## src/rtl/alu_operand_stage.sv

```systemverilog
// ID/EX operand register in front of the ALU: captures one decoded instruction per
// handshake, resolves forwarded operands and the ALU opcode, and holds them while stalled.
module alu_operand_stage #(
    parameter int XLEN   = 32,
    parameter int REG_AW = 5
) (
    input  logic              clk,
    input  logic              reset,
    input  logic              in_valid,
    output logic              in_ready,
    input  logic [1:0]        in_alu_class,
    input  logic              in_is_rtype,
    input  logic [2:0]        in_funct3,
    input  logic              in_funct7_b5,
    input  logic [1:0]        in_src_a_sel,
    input  logic              in_src_b_sel,
    input  logic [REG_AW-1:0] in_rs1_addr,
    input  logic [REG_AW-1:0] in_rs2_addr,
    input  logic [REG_AW-1:0] in_rd_addr,
    input  logic [XLEN-1:0]   in_rs1_data,
    input  logic [XLEN-1:0]   in_rs2_data,
    input  logic [XLEN-1:0]   in_imm,
    input  logic [XLEN-1:0]   in_pc,
    input  logic              fwd_exmem_we,
    input  logic [REG_AW-1:0] fwd_exmem_rd,
    input  logic [XLEN-1:0]   fwd_exmem_data,
    input  logic              fwd_memwb_we,
    input  logic [REG_AW-1:0] fwd_memwb_rd,
    input  logic [XLEN-1:0]   fwd_memwb_data,
    input  logic              flush,
    output logic              out_valid,
    input  logic              out_ready,
    output logic [3:0]        out_alu_op,
    output logic [XLEN-1:0]   out_alu_x,
    output logic [XLEN-1:0]   out_alu_y,
    output logic [XLEN-1:0]   out_store_data,
    output logic [REG_AW-1:0] out_rd_addr,
    output logic              out_illegal
);

    localparam logic [3:0] OP_AND = 4'b0000;
    localparam logic [3:0] OP_OR  = 4'b0001;
    localparam logic [3:0] OP_ADD = 4'b0010;
    localparam logic [3:0] OP_SUB = 4'b0110;
    localparam logic [3:0] OP_SLT = 4'b0111;

    // Younger producer (EX/MEM) wins over MEM/WB; x0 is hard-wired to zero.
    function automatic logic [XLEN-1:0] fwd_operand(
        input logic [REG_AW-1:0] rs,
        input logic [XLEN-1:0]   rf_data
    );
        if (rs == '0)
            return '0;
        else if (fwd_exmem_we && fwd_exmem_rd == rs)
            return fwd_exmem_data;
        else if (fwd_memwb_we && fwd_memwb_rd == rs)
            return fwd_memwb_data;
        else
            return rf_data;
    endfunction

    // Returns {illegal, op}.
    function automatic logic [4:0] decode_op(
        input logic [1:0] alu_class,
        input logic       is_rtype,
        input logic [2:0] funct3,
        input logic       funct7_b5
    );
        case (alu_class)
            2'b00: return {1'b0, OP_ADD};
            2'b01: return {1'b0, OP_SUB};
            2'b10: begin
                case (funct3)
                    3'b000:  return {1'b0, (is_rtype && funct7_b5) ? OP_SUB : OP_ADD};
                    3'b111:  return {1'b0, OP_AND};
                    3'b110:  return {1'b0, OP_OR};
                    3'b010:  return {1'b0, OP_SLT};
                    default: return {1'b1, OP_AND};
                endcase
            end
            default: return {1'b1, OP_AND};
        endcase
    endfunction

    logic [XLEN-1:0] rs1_fwd_p0;
    logic [XLEN-1:0] rs2_fwd_p0;
    logic [XLEN-1:0] alu_x_p0;
    logic [XLEN-1:0] alu_y_p0;
    logic [4:0]      dec_p0;
    logic            accept_p0;

    logic              vld_p1;
    logic [3:0]        alu_op_p1;
    logic [XLEN-1:0]   alu_x_p1;
    logic [XLEN-1:0]   alu_y_p1;
    logic [XLEN-1:0]   store_data_p1;
    logic [REG_AW-1:0] rd_addr_p1;
    logic              illegal_p1;

    // Stage p0: operand resolution and decode on the incoming instruction
    assign in_ready   = !vld_p1 || out_ready;
    assign accept_p0  = in_valid && in_ready;
    assign rs1_fwd_p0 = fwd_operand(in_rs1_addr, in_rs1_data);
    assign rs2_fwd_p0 = fwd_operand(in_rs2_addr, in_rs2_data);
    assign dec_p0     = decode_op(in_alu_class, in_is_rtype, in_funct3, in_funct7_b5);

    always_comb begin
        alu_x_p0 = rs1_fwd_p0;
        case (in_src_a_sel)
            2'b01:   alu_x_p0 = in_pc;
            2'b10:   alu_x_p0 = '0;
            default: alu_x_p0 = rs1_fwd_p0;
        endcase
        alu_y_p0 = in_src_b_sel ? in_imm : rs2_fwd_p0;
    end

    // Stage p1: registered operands presented to the ALU
    always_ff @(posedge clk) begin
        if (reset) begin
            vld_p1        <= 1'b0;
            alu_op_p1     <= '0;
            alu_x_p1      <= '0;
            alu_y_p1      <= '0;
            store_data_p1 <= '0;
            rd_addr_p1    <= '0;
            illegal_p1    <= 1'b0;
        end else if (flush) begin
            vld_p1 <= 1'b0;
        end else if (accept_p0) begin
            vld_p1        <= 1'b1;
            alu_op_p1     <= dec_p0[3:0];
            alu_x_p1      <= alu_x_p0;
            alu_y_p1      <= alu_y_p0;
            store_data_p1 <= rs2_fwd_p0;
            rd_addr_p1    <= in_rd_addr;
            illegal_p1    <= dec_p0[4];
        end else if (out_ready) begin
            vld_p1 <= 1'b0;
        end
    end

    assign out_valid      = vld_p1;
    assign out_alu_op     = alu_op_p1;
    assign out_alu_x      = alu_x_p1;
    assign out_alu_y      = alu_y_p1;
    assign out_store_data = store_data_p1;
    assign out_rd_addr    = rd_addr_p1;
    assign out_illegal    = illegal_p1;

endmodule

```

## config.mk

```make
export PLATFORM = sky130hd
export DESIGN_NAME = alu_operand_stage
export DESIGN_NICKNAME = d
export VERILOG_FILES = /design/src/rtl/alu_operand_stage.sv
export SDC_FILE = /design/constraint.sdc
export NUM_CORES = 1
export LEC_CHECK = 0
export CORE_ASPECT_RATIO = 0.75
export CORE_MARGIN = 1.5
export CORE_UTILIZATION = 35
export CTS_BUF_LIST = sky130_fd_sc_hd__clkbuf_4
export CTS_CLUSTER_DIAMETER = 100
export DETAILED_ROUTE_END_ITERATION = 6
export GPL_TIMING_DRIVEN = 0
export PLACE_DENSITY = 0.73
export SYNTH_ARGS = -nofsm -noshare
export SYNTH_HDL_FRONTEND = slang
export SYNTH_SLANG_ARGS = --single-unit
```

## constraint.sdc

```tcl
create_clock -name clk -period 2.6 [get_ports clk]
set_input_delay 0.65 -clock clk [delete_from_list [all_inputs] [get_ports clk]]
set_output_delay 0.65 -clock clk [all_outputs]
set_load 0.01 [all_outputs]
```

==> results of run 1 <==
[worst paths after layout]
kind | startpoint | to | slack [ns] | cells past startpoint
worst min-delay path | out_rd_addr[4]$_SDFFE_PP0P_ | out_rd_addr[4]$_SDFFE_PP0P_ | 0.46 | 2
worst min register to register | out_rd_addr[4]$_SDFFE_PP0P_ | out_rd_addr[4]$_SDFFE_PP0P_ | 0.46 | 2
worst max-delay path | in_rs2_addr[0] | out_store_data[21]$_SDFFE_PP0P_ | 0.13 | 7
worst max register to register | out_valid$_SDFFE_PP0P_ | out_alu_x[5]$_SDFFE_PP0P_ | 0.57 | 8
[synth_stat cells, types with 2 or more instances]
cell       number
a211oi_1       34
a21oi_1        73
a22o_1         32
a31oi_1        34
a31oi_2        30
and3_1         33
buf_12          3
buf_2          22
buf_4           5
buf_6           8
clkbuf_1       45
dfxtp_1       106
inv_1           2
mux2i_1        33
nand2_1        80
nand3_1        32
nand4_1         3
nor2_1         37
nor2b_1         2
nor3_1         33
nor4_1          2
o21ai_0        34
o21ai_1        31
o2bb2ai_1      32
or4_1           2
xnor2_1        16
xor2_1          4
[placed cells by master, fill, tap and decap left out, types with 2 or more instances in the layout]
cell type / instances
nand2_1: 80
buf_6: 8
nand3_1: 32
nand4_1: 3
buf_4: 5
o2bb2ai_1: 32
o21ai_1: 31
a22o_1: 32
nor2b_1: 2
a211oi_1: 34
buf_12: 3
clkdlybuf4s50_1: 338
inv_1: 2
and3_1: 33
a31oi_1: 34
dfxtp_1: 106
clkbuf_1: 44
a21oi_1: 73
o21ai_0: 34
mux2i_1: 33
xnor2_1: 16
inv_6: 3
nor3_1: 33
nor2_1: 37
nor4_1: 2
xor2_1: 4
a31oi_2: 30
clkbuf_4: 10
buf_2: 21
or4_1: 2
[final cells by class]
class                           instances  area, um2
Antenna cell                            1       2.50
Buffer                                 82        473
Clock buffer                           10       75.1
Clock inverter                          6       58.8
Fill cell                            1643       7520
Inverter                                2       7.51
Multi-Input combinational cell        592       3760
Sequential cell                       106       2120
Tap cell                              242        303
Timing Repair Buffer                  339       3390
[metal layers]
layer | GRT usage | vias up | share of wire
li1 | - | 3625 | -
met1 | 0.396 | 3628 | 0.43
met2 | 0.499 | 450 | 0.46
met3 | 0.0701 | 38 | 0.097
met4 | 0.0701 | 0 | 0.019
met5 | 0 | - | 0
[cells by family (layout without fill, tap and decap cells)]
| logic type | Yosys count | after routing | share of synthesized area |
|---|---|---|---|
| multiplexers | 33 | 33 | 0.0520 |
| adder cells (fa/ha/maj) | 1 | 1 | 0.00197 |
| XOR/XNOR | 20 | 20 | 0.0276 |
| buffers and inverters | 85 | 439 | 0.0746 |
| flip-flops | 106 | 106 | 0.334 |
| other | 1 | 2 | 0.000590 |
| AO/OA/AOI/OAI | 304 | 304 | 0.335 |
| AND/OR/NAND/NOR | 233 | 233 | 0.174 |
[per-stage QoR]
stage | TNS, ns | util | area (um2) | hold slack [ns]
after floorplan | 0 | - | 6350 | 0.476
after global placement | -20.91 | 0.568 | 10100 | 0.443
after detailed placement | -23.80 | 0.568 | 10100 | 0.446
after CTS | 0 | 0.575 | 10200 | 0.468
after global routing | 0 | 0.576 | 10200 | 0.496
final | 0 | 0.576 | 10200 | 0.465
[registers in the layout (all words and copies together), names as in the netlist]
| register | count |
|---|---|
| out_alu_x | 32 |
| out_alu_y | 32 |
| out_store_data | 32 |
| out_rd_addr | 5 |
| out_alu_op | 3 |
| out_illegal | 1 |
| out_valid | 1 |
[critical path, delay by kind of cell]
kind	cells	cell delay, ns
compound gates	3	0.80
simple gates	1	0.40
buf+inv	2	0.77
xor+xnor	1	0.26
[power groups by stage]
| stage | logic (W) | registers [W] | clock network (W) |
|---|---|---|---|
| global route | 0.00150 | 0.00182 | 0.000937 |
| floorplan | 0.000514 | 0.00188 | 0 |
| CTS | 0.00139 | 0.00180 | 0.000881 |
| detailed placement | 0.00139 | 0.00184 | 0 |
| finish | 0.00140 | 0.00180 | 0.000868 |
| global placement | 0.00138 | 0.00183 | 0 |
[repair_timing]
action                                  CTS  global route
resized for setup                         4             0
hold endpoints to repair                  0             0
setup buffers                             0             0
endpoints found under the setup margin    1             0
==> flow_metrics.env, run 1 <==
export IMPL_clkTransAtPathRegs_ns=0.18
export IMPL_hold_buffers=0
export IMPL_skew_ns=0.0144
export IMPL_clock_path_buffers=2
export IMPL_grt_max_degree=20
export IMPL_wl_um=29100
export IMPL_rsz0062_at_grt="false"
export IMPL_async_flop_share=0
export IMPL_p_leak_nw=3.45
export IMPL_htreeDepth=3
export IMPL_cts_root_buf="clkbuf_4"
export IMPL_seq_area_frac_synth=0.334
export IMPL_design_core_area_mm2=0.0177
export IMPL_wl_per_cell_um=21.1
export IMPL_gp_congestion=0.925
export IMPL_maxCapViolCount=0
export IMPL_firstDrtPassIters=5
export IMPL_worst_slew_pin_slew_ns=0.809
export IMPL_dieWidth_um=159
export IMPL_p_comb_frac=0.345
export IMPL_grt_pass1_vias=7508
export IMPL_path_class="in2reg"
export IMPL_maxClockFrequency_mhz=405
export IMPL_hold_violations=0
export IMPL_power_w=0.00408
export IMPL_setup_ws_ns=0.131
export IMPL_ys_ff_latch=106
export IMPL_cp_arrival_ns=2.88
export IMPL_antenna_found_initial=2
export IMPL_hp_class="reg2reg"
export IMPL_ant_nets=0
export IMPL_dp_cells=1364
export IMPL_synth_ff_type="dfxtp_1"
export IMPL_synthTopCellsByArea="dfxtp_1, a31oi_2, a21oi_1"
export IMPL_p_int_w=0.00271
export IMPL_clkSinkCount=106
export IMPL_worst_setup_path_end_kind="flip-flop"
export IMPL_ys_warnings_count=0
export IMPL_io_buffers=339
export IMPL_outcome="complete, no violations"
export IMPL_area_growth_pct=60.4
export IMPL_dp_hpwl_um=23300
export IMPL_pwr_share_seq=0.443
export IMPL_synth_edff_count=0
export IMPL_startpoint_type="input pin"
export IMPL_dp_slack_ns=-0.586
export IMPL_drive_gt1_frac=0.0800
export IMPL_final_max_slew_viol_count=0
export IMPL_power_frac_clock=0.213
export IMPL_grt_ovfl_total=0
export IMPL_yosys_area_top_type="dfxtp_1"
export IMPL_cp_slowest_stage_delay_ns=0.48
export IMPL_synth_fp_nets=1018
export IMPL_grt_first_pass_wirelength_um=43000
export IMPL_vias=7741
export IMPL_fp_dieH_um=120
export IMPL_synth_cells=783
export IMPL_critical_path_slowest_cell="clkdlybuf4s50_1"
export IMPL_crit_fanout=10
export IMPL_fin_cells=1380
export IMPL_cts_tree="done"
export IMPL_rows=42
export IMPL_path_cells="clkdlybuf4s50_1 -> xnor2_1 -> nand4_1 -> clkbuf_1 -> o21ai_0 -> a31oi_2 -> a22o_1"
export IMPL_avgSynthCellArea_um2=8.12
export IMPL_ios=342
export IMPL_setup_viol=0
export IMPL_synth_top_cell_area_share=0.334
export IMPL_nNetsFinal=1367
export IMPL_post_route_period_util=0.950
export IMPL_drc=0
export IMPL_grt_usage=0.302
export IMPL_p_sw_frac=0.336
export IMPL_p_switching_w=0.00137
export IMPL_relSlewSlack=0.460
export IMPL_clkLatencyLatePin_ns=0.51
export IMPL_cts_buffers=9
export IMPL_start_util=0.359
export IMPL_die_area_mm2=0.0190
export IMPL_cp_required_ns=3.01
export IMPL_drt_first_iter_violations=659
export IMPL_synth_area_mm2=0.00635
export IMPL_layout_min_cycle_time_ns=2.47
export IMPL_viasPerCell=5.61
export IMPL_p_per_area_mw_per_mm2=400
export IMPL_peakVddDrop_mv=0.221
export IMPL_synth_cell_types=42
(Power assumes the default switching activity.)
==> inputs of run 2 (changes only) <==
--- a/config.mk
+++ b/config.mk
@@ -6,13 +6,13 @@
 export NUM_CORES = 1
 export LEC_CHECK = 0
 export CORE_ASPECT_RATIO = 0.75
-export CORE_MARGIN = 1.5
 export CORE_UTILIZATION = 35
 export CTS_BUF_LIST = sky130_fd_sc_hd__clkbuf_4
 export CTS_CLUSTER_DIAMETER = 100
 export DETAILED_ROUTE_END_ITERATION = 6
 export GPL_TIMING_DRIVEN = 0
 export PLACE_DENSITY = 0.73
+export SKIP_CTS_REPAIR_TIMING = 1
 export SYNTH_ARGS = -nofsm -noshare
 export SYNTH_HDL_FRONTEND = slang
 export SYNTH_SLANG_ARGS = --single-unit
==> run 2 against run 1 <==
  * Final cell count about the same
  * Utilization increased by 0.11 points
  * Worst setup slack improved by 0.031 ns
  * Largest cell class unchanged
  * Non-clock buffer count grew 1
  * Die area decreased by 1.5%
  * Register-to-register slack gained 0.10 ns
  * Total power up 0.75%
  * Sequential cell count is the same
==> flow_metrics.env, run 2 (synthesis results as in run 1) <==
export IMPL_ant_nets=0
export IMPL_maxClockFrequency_mhz=410
export IMPL_io_buffers=339
export IMPL_layout_commonest_cell="clkdlybuf4s50_1"
export IMPL_path_cells="clkdlybuf4s50_1 -> inv_1 -> ha_1 -> nor2b_1 -> clkbuf_1 -> clkbuf_1 -> nand2_1 -> a211oi_1 -> a31oi_1 -> o21ai_1"
export IMPL_utilization=0.577
export IMPL_relSlewSlack=0.391
export IMPL_dp_slack_ns=-0.553
export IMPL_final_area_mm2=0.0102
export IMPL_nNetsFinal=1368
export IMPL_post_route_period_util=0.938
export IMPL_dieWidth_um=158
export IMPL_htreeDepth=3
export IMPL_p_per_area_mw_per_mm2=402
export IMPL_wl_um=28700
export IMPL_peakVddDrop_mv=0.264
export IMPL_start_util=0.359
export IMPL_clkLatencyLatePin_ns=0.50
export IMPL_maxCapViolCount=0
export IMPL_setup_ws_ns=0.162
export IMPL_grt_usage=0.300
export IMPL_ios=342
export IMPL_drive_gt1_frac=0.0808
export IMPL_antenna_found_initial=1
export IMPL_cts_root_buf="clkbuf_4"
export IMPL_worst_setup_path_end_kind="flip-flop"
export IMPL_vias=7736
export IMPL_gp_congestion=0.925
export IMPL_area_growth_pct=60.7
export IMPL_clkSinkCount=106
export IMPL_critPathBufInv=4
export IMPL_design_core_area_mm2=0.0177
export IMPL_skew_ns=0.0130
export IMPL_final_max_slew_viol_count=0
export IMPL_dp_hpwl_um=23100
export IMPL_drt_first_iter_violations=713
export IMPL_cts_buffers=9
export IMPL_path_common_cell="clkbuf_1"
export IMPL_clkTransAtPathRegs_ns=0.19
export IMPL_placed_area_mm2=0.0101
export IMPL_wl_per_cell_um=20.8
export IMPL_worst_slew_pin_slew_ns=0.907
export IMPL_cp_slowest_stage_delay_ns=0.51
export IMPL_startpoint_type="input pin"
export IMPL_rsz0062_at_grt="false"
export IMPL_critical_path_slowest_cell="clkbuf_1"
export IMPL_crit_fanout=10
export IMPL_drc=0
export IMPL_layout_min_cycle_time_ns=2.44
export IMPL_final_cell_mix="clkdlybuf4s50_1, dfxtp_1, nand2_1"
export IMPL_hp_class="reg2reg"
export IMPL_p_leak_nw=3.47
export IMPL_setup_viol=0
export IMPL_setup_tns_ns=0
export IMPL_hold_violations=0
export IMPL_rows=42
export IMPL_viasPerCell=5.60
export IMPL_outcome="complete, no violations"
export IMPL_grt_pass1_vias=7205
export IMPL_firstDrtPassIters=5
export IMPL_die_area_mm2=0.0187
export IMPL_hold_ws_ns=0.462
export IMPL_cp_arrival_ns=2.88
export IMPL_cts_tree="done"
export IMPL_grt_max_degree=22
export IMPL_crit_family="buffers and inverters"
export IMPL_grt_ovfl_total=0
export IMPL_path_class="in2reg"
export IMPL_fp_dieH_um=119
export IMPL_grt_first_pass_wirelength_um=41800
export IMPL_clock_path_buffers=2
export IMPL_cp_required_ns=3.04
-- run 2: cell types whose count changed in the layout (fill, tap and decap cells not counted), sizes merged --
cell          before  now
dlymetal6s2s       0    1
clkinv             2    1
buf               38   39
dlygate4sd2        1    0
inv                5    8
clkbuf            54   53
clkinvlp           1    0
-- run 2: cell type report --
cell class	instances	area (um2)
antenna	1	2.50
timing repair buffer	339	3400
clock inverter	7	73.8
inverter	2	7.51
clock buffer	9	67.6
multi-input combinational	592	3760
fill	1634	7500
buffer	83	480
tap	242	303
sequential	106	2120
-- run 2: power by group --
part	internal [W]	switching (W)	total [W]
clock network	0.000236	0.000667	0.000902
registers	0.00174	0.0000653	0.00181
logic	0.000738	0.000661	0.00140
-- run 2: path summary, 6_finish.rpt --
| check | from | to | slack (ns) | depth (start not counted) |
|---|---|---|---|---|
| setup / recovery | in_src_a_sel[1] | out_alu_x[22]$_SDFFE_PP0P_ | 0.16 | 10 |
| hold / removal | out_alu_op[0]$_SDFFE_PP0P_ | out_alu_op[0]$_SDFFE_PP0P_ | 0.46 | 2 |
| setup reg to reg | out_valid$_SDFFE_PP0P_ | out_alu_x[15]$_SDFFE_PP0P_ | 0.67 | 8 |
| hold reg to reg | out_alu_op[0]$_SDFFE_PP0P_ | out_alu_op[0]$_SDFFE_PP0P_ | 0.46 | 2 |
-- run 2: worst reg2reg max path, delay by kind of cell, from the launching register on --
kind                   cells  cell delay [ns]
AOI/OAI and AO/OA          3             0.44
buffers and inverters      3             0.80
DFF                        1             0.35
and+or+nand+nor            2             0.26
-- run 2: layer usage --
layer	part of all wire	track usage	vias to the layer above	wire, um
met3	0.099	0.0722	36	2840
li1	-	-	3631	-
met1	0.43	0.398	3621	12200
met5	0	0	-	0
met2	0.46	0.485	448	13100
met4	0.018	0.0758	0	512
-- run 2: stage by stage --
step | total power [W] | cells
after global routing | 0.00429 | 1381
after global placement | 0.00321 | 1364
after floorplan | 0.00240 | 783
final | 0.00411 | 1381
after detailed placement | 0.00322 | 1364
after CTS | 0.00412 | 1380
==> inputs of run 3 (changes only) <==
--- a/config.mk
+++ b/config.mk
@@ -5,13 +5,15 @@
 export SDC_FILE = /design/constraint.sdc
 export NUM_CORES = 1
 export LEC_CHECK = 0
-export CORE_ASPECT_RATIO = 0.75
+export ABC_AREA = 1
+export CAP_MARGIN = 20
+export CORE_ASPECT_RATIO = 1.75
 export CORE_UTILIZATION = 35
 export CTS_BUF_LIST = sky130_fd_sc_hd__clkbuf_4
 export CTS_CLUSTER_DIAMETER = 100
 export DETAILED_ROUTE_END_ITERATION = 6
 export GPL_TIMING_DRIVEN = 0
-export PLACE_DENSITY = 0.73
+export PLACE_DENSITY = 0.72
 export SKIP_CTS_REPAIR_TIMING = 1
 export SYNTH_ARGS = -nofsm -noshare
 export SYNTH_HDL_FRONTEND = slang
==> run 3 against run 2 <==
  * Cell area rose by 3.4%
  * Utilization fell by 1.1 points
  * Die area up 5.5%
  * Global-route usage increased by 1.0 points
  * Clock skew increased by 0.018 ns
  * Sequential cell count is the same
  * Hold slack improved by 0.026 ns
  * Non-clock buffer count did not move
  * Wire length grew 9.5%
  * Via count up 9.2%
  * Critical endpoint is now out_store_data[2]$_SDFFE_PP0P_
  * Largest cell class is now multi-input gates
  * Largest power group unchanged
  * Highest routed layer unchanged
==> flow_metrics.env, run 3 <==
export IMPL_maxCapViolCount=0
export IMPL_reg2reg_to="out_alu_y[24]$_SDFFE_PP0P_"
export IMPL_cp_slowest_stage_delay_ns=0.85
export IMPL_post_route_period_util=0.957
export IMPL_fillers=1871
export IMPL_dp_hpwl_um=26300
export IMPL_antenna_found_initial=6
export IMPL_drc=0
export IMPL_crit_family="simple AND/OR/NAND/NOR gates"
export IMPL_avgSynthCellArea_um2=6.63
export IMPL_grt_first_pass_wirelength_um=46400
export IMPL_rsz0062_at_grt="false"
export IMPL_cts_tree="done"
export IMPL_min_path_cells=2
export IMPL_area_growth_pct=57.4
export IMPL_dp_cells=1588
export IMPL_clock_path_buffers=2
export IMPL_synth_ff_type="dfxtp_1"
export IMPL_worst_slew_pin_slew_ns=1.12
export IMPL_synth_area_mm2=0.00671
export IMPL_layout_commonest_cell="clkdlybuf4s50_1"
export IMPL_wl_per_cell_um=19.5
export IMPL_startpoint_type="input pin"
export IMPL_synth_top_cell_area_share=0.316
export IMPL_path_cells="clkdlybuf4s50_1 -> inv_1 -> nand3_1 -> nor3_1 -> buf_2 -> nor2_1 -> nand2_1 -> a21oi_2"
export IMPL_rrSetupSlack_ns=0.62
export IMPL_clkSinkCount=106
export IMPL_p_leak_nw=4.41
export IMPL_seq_area_frac_synth=0.316
export IMPL_hold_end="out_illegal$_SDFFE_PP0P_"
export IMPL_setup_ws_ns=0.113
export IMPL_min_from="out_illegal$_SDFFE_PP0P_"
export IMPL_r2r_cells=7
export IMPL_hp_class="reg2reg"
export IMPL_grt_pass1_vias=8228
export IMPL_ios=342
export IMPL_drt_first_iter_violations=402
export IMPL_htreeDepth=3
export IMPL_worst_setup_path_end_kind="flip-flop"
export IMPL_power_w=0.00411
export IMPL_path_class="in2reg"
export IMPL_final_max_slew_viol_count=0
export IMPL_grt_ovfl_total=0
export IMPL_peakVddDrop_mv=0.224
export IMPL_wl_um=31500
export IMPL_gp_congestion=0.945
export IMPL_io_buffers=339
export IMPL_clkTransAtPathRegs_ns=0.20
export IMPL_cts_root_buf="clkbuf_4"
export IMPL_ant_nets=0
export IMPL_synthTopCellsByArea="dfxtp_1, nand2_1, a21oi_1"
export IMPL_design_core_area_mm2=0.0187
export IMPL_dp_slack_ns=-0.350
export IMPL_cp_arrival_ns=2.85
export IMPL_hold_violations=0
export IMPL_ys_ff_latch=106
export IMPL_crit_fanout=10
export IMPL_rows=66
export IMPL_synth_edff_count=0
export IMPL_viasPerCell=5.24
export IMPL_p_per_area_mw_per_mm2=390
export IMPL_fp_dieH_um=185
export IMPL_dieWidth_um=107
export IMPL_vias=8445
export IMPL_final_cell_mix="clkdlybuf4s50_1, nand2_1, nor2_1"
export IMPL_clkLatencyLatePin_ns=0.49
export IMPL_worstReg2RegStart="out_valid$_SDFFE_PP0P_"
export IMPL_nNetsFinal=1596
export IMPL_setup_viol=0
export IMPL_async_flop_share=0
export IMPL_seq_area_mm2=0.00212
export IMPL_layout_min_cycle_time_ns=2.49
export IMPL_synth_cells=1011
export IMPL_critPathBufInv=3
export IMPL_fin_cells=1611
export IMPL_synth_common_cells="nand2_1, nor2_1, a21oi_1"
export IMPL_yosysMostFrequentCell="nand2_1"
export IMPL_setup_tns_ns=0
export IMPL_grt_usage=0.311
export IMPL_drive_gt1_frac=0.120
export IMPL_outcome="complete, no violations"
export IMPL_maxClockFrequency_mhz=402
export IMPL_relSlewSlack=0.248
export IMPL_synth_fp_nets=1246
export IMPL_critical_path_slowest_cell="nor3_1"
export IMPL_cp_required_ns=2.97
export IMPL_grt_max_degree=21
export IMPL_ys_warnings_count=0
export IMPL_synth_cell_types=27
export IMPL_die_area_mm2=0.0197
export IMPL_firstDrtPassIters=5
export IMPL_multi_input_area_mm2=0.00405
export IMPL_yosys_area_top_type="dfxtp_1"
export IMPL_start_util=0.359
export IMPL_skew_ns=0.0312
export IMPL_cts_buffers=9
-- run 3: cell types whose count changed after synthesis, sizes merged, moves of 32 or more --
cell     before  now
a22o         32    0
a21oi        73  166
and3         33    0
o21ai        66  110
nand3        32  136
a31oi        64    0
nor2         38  163
mux2i        33    0
o2bb2ai      32    0
nand2        80  177
a211oi       34    1
-- run 3: how the worst max path moves through the flow --
stage	from	to	slack (ns)	cells past startpoint
3_3_place_gp	in_rs2_addr[1]	out_store_data[2]$_SDFFE_PP0P_	-0.31	8
6_report	in_rs2_addr[1]	out_store_data[2]$_SDFFE_PP0P_	0.11	8
3_5_place_dp	in_rs2_addr[3]	out_store_data[2]$_SDFFE_PP0P_	-0.35	8
2_1_floorplan	out_ready	out_store_data[10]$_SDFFE_PP0P_	0.84	7
5_1_grt	in_rs2_addr[1]	out_store_data[2]$_SDFFE_PP0P_	0.06	8
4_1_cts	out_ready	in_ready	0.17	4
-- run 3: per-stage QoR --
step                      hold WS (ns)  utilization  instance area (um2)
after detailed placement         0.473        0.557                10400
after floorplan                  0.484            -                 6710
after global placement           0.454        0.557                10400
after CTS                        0.494        0.565                10500
after global routing             0.511        0.565                10600
final                            0.489        0.566                10600
-- run 3: tightest hold or removal path: stages, from the launching register on --
cell	delay, ns
dfxtp_1	0.35
nand2_1	0.06
a21oi_1	0.06
-- run 3: power by group --
group,internal (W),leakage (nW),switching [W]
registers,0.00174,0.874,0.0000614
clock network,0.000224,0.0749,0.000651
logic,0.000720,3.46,0.000718
total,0.00268,4.41,0.00143
-- run 3: area by class of cell --
class,instances,area share
Multi-Input combinational cell,793,0.384
Inverter,29,0.0103
Antenna cell,7,0.00166
Clock buffer,9,0.00640
Sequential cell,106,0.201
Tap cell,238,0.0282
Timing Repair Buffer,339,0.322
Buffer,83,0.0403
Clock inverter,7,0.00676
-- run 3: metal layers --
layer  wire length [um]  vias up  track usage
met3               1890       68       0.0454
met2              16500      369        0.583
met4               1460        0        0.148
met5                  0        -            0
met1              11600     3866        0.335
li1                   -     4142            -
-- run 3: logic make-up after synthesis --
group,synth area share
and+or+nand+nor,0.369
xor gates and xnor gates,0.00131
AOI/OAI and AO/OA,0.231
adders and majority gates,0.00187
other,0.000559
buffers and inverters,0.0797
DFF,0.316
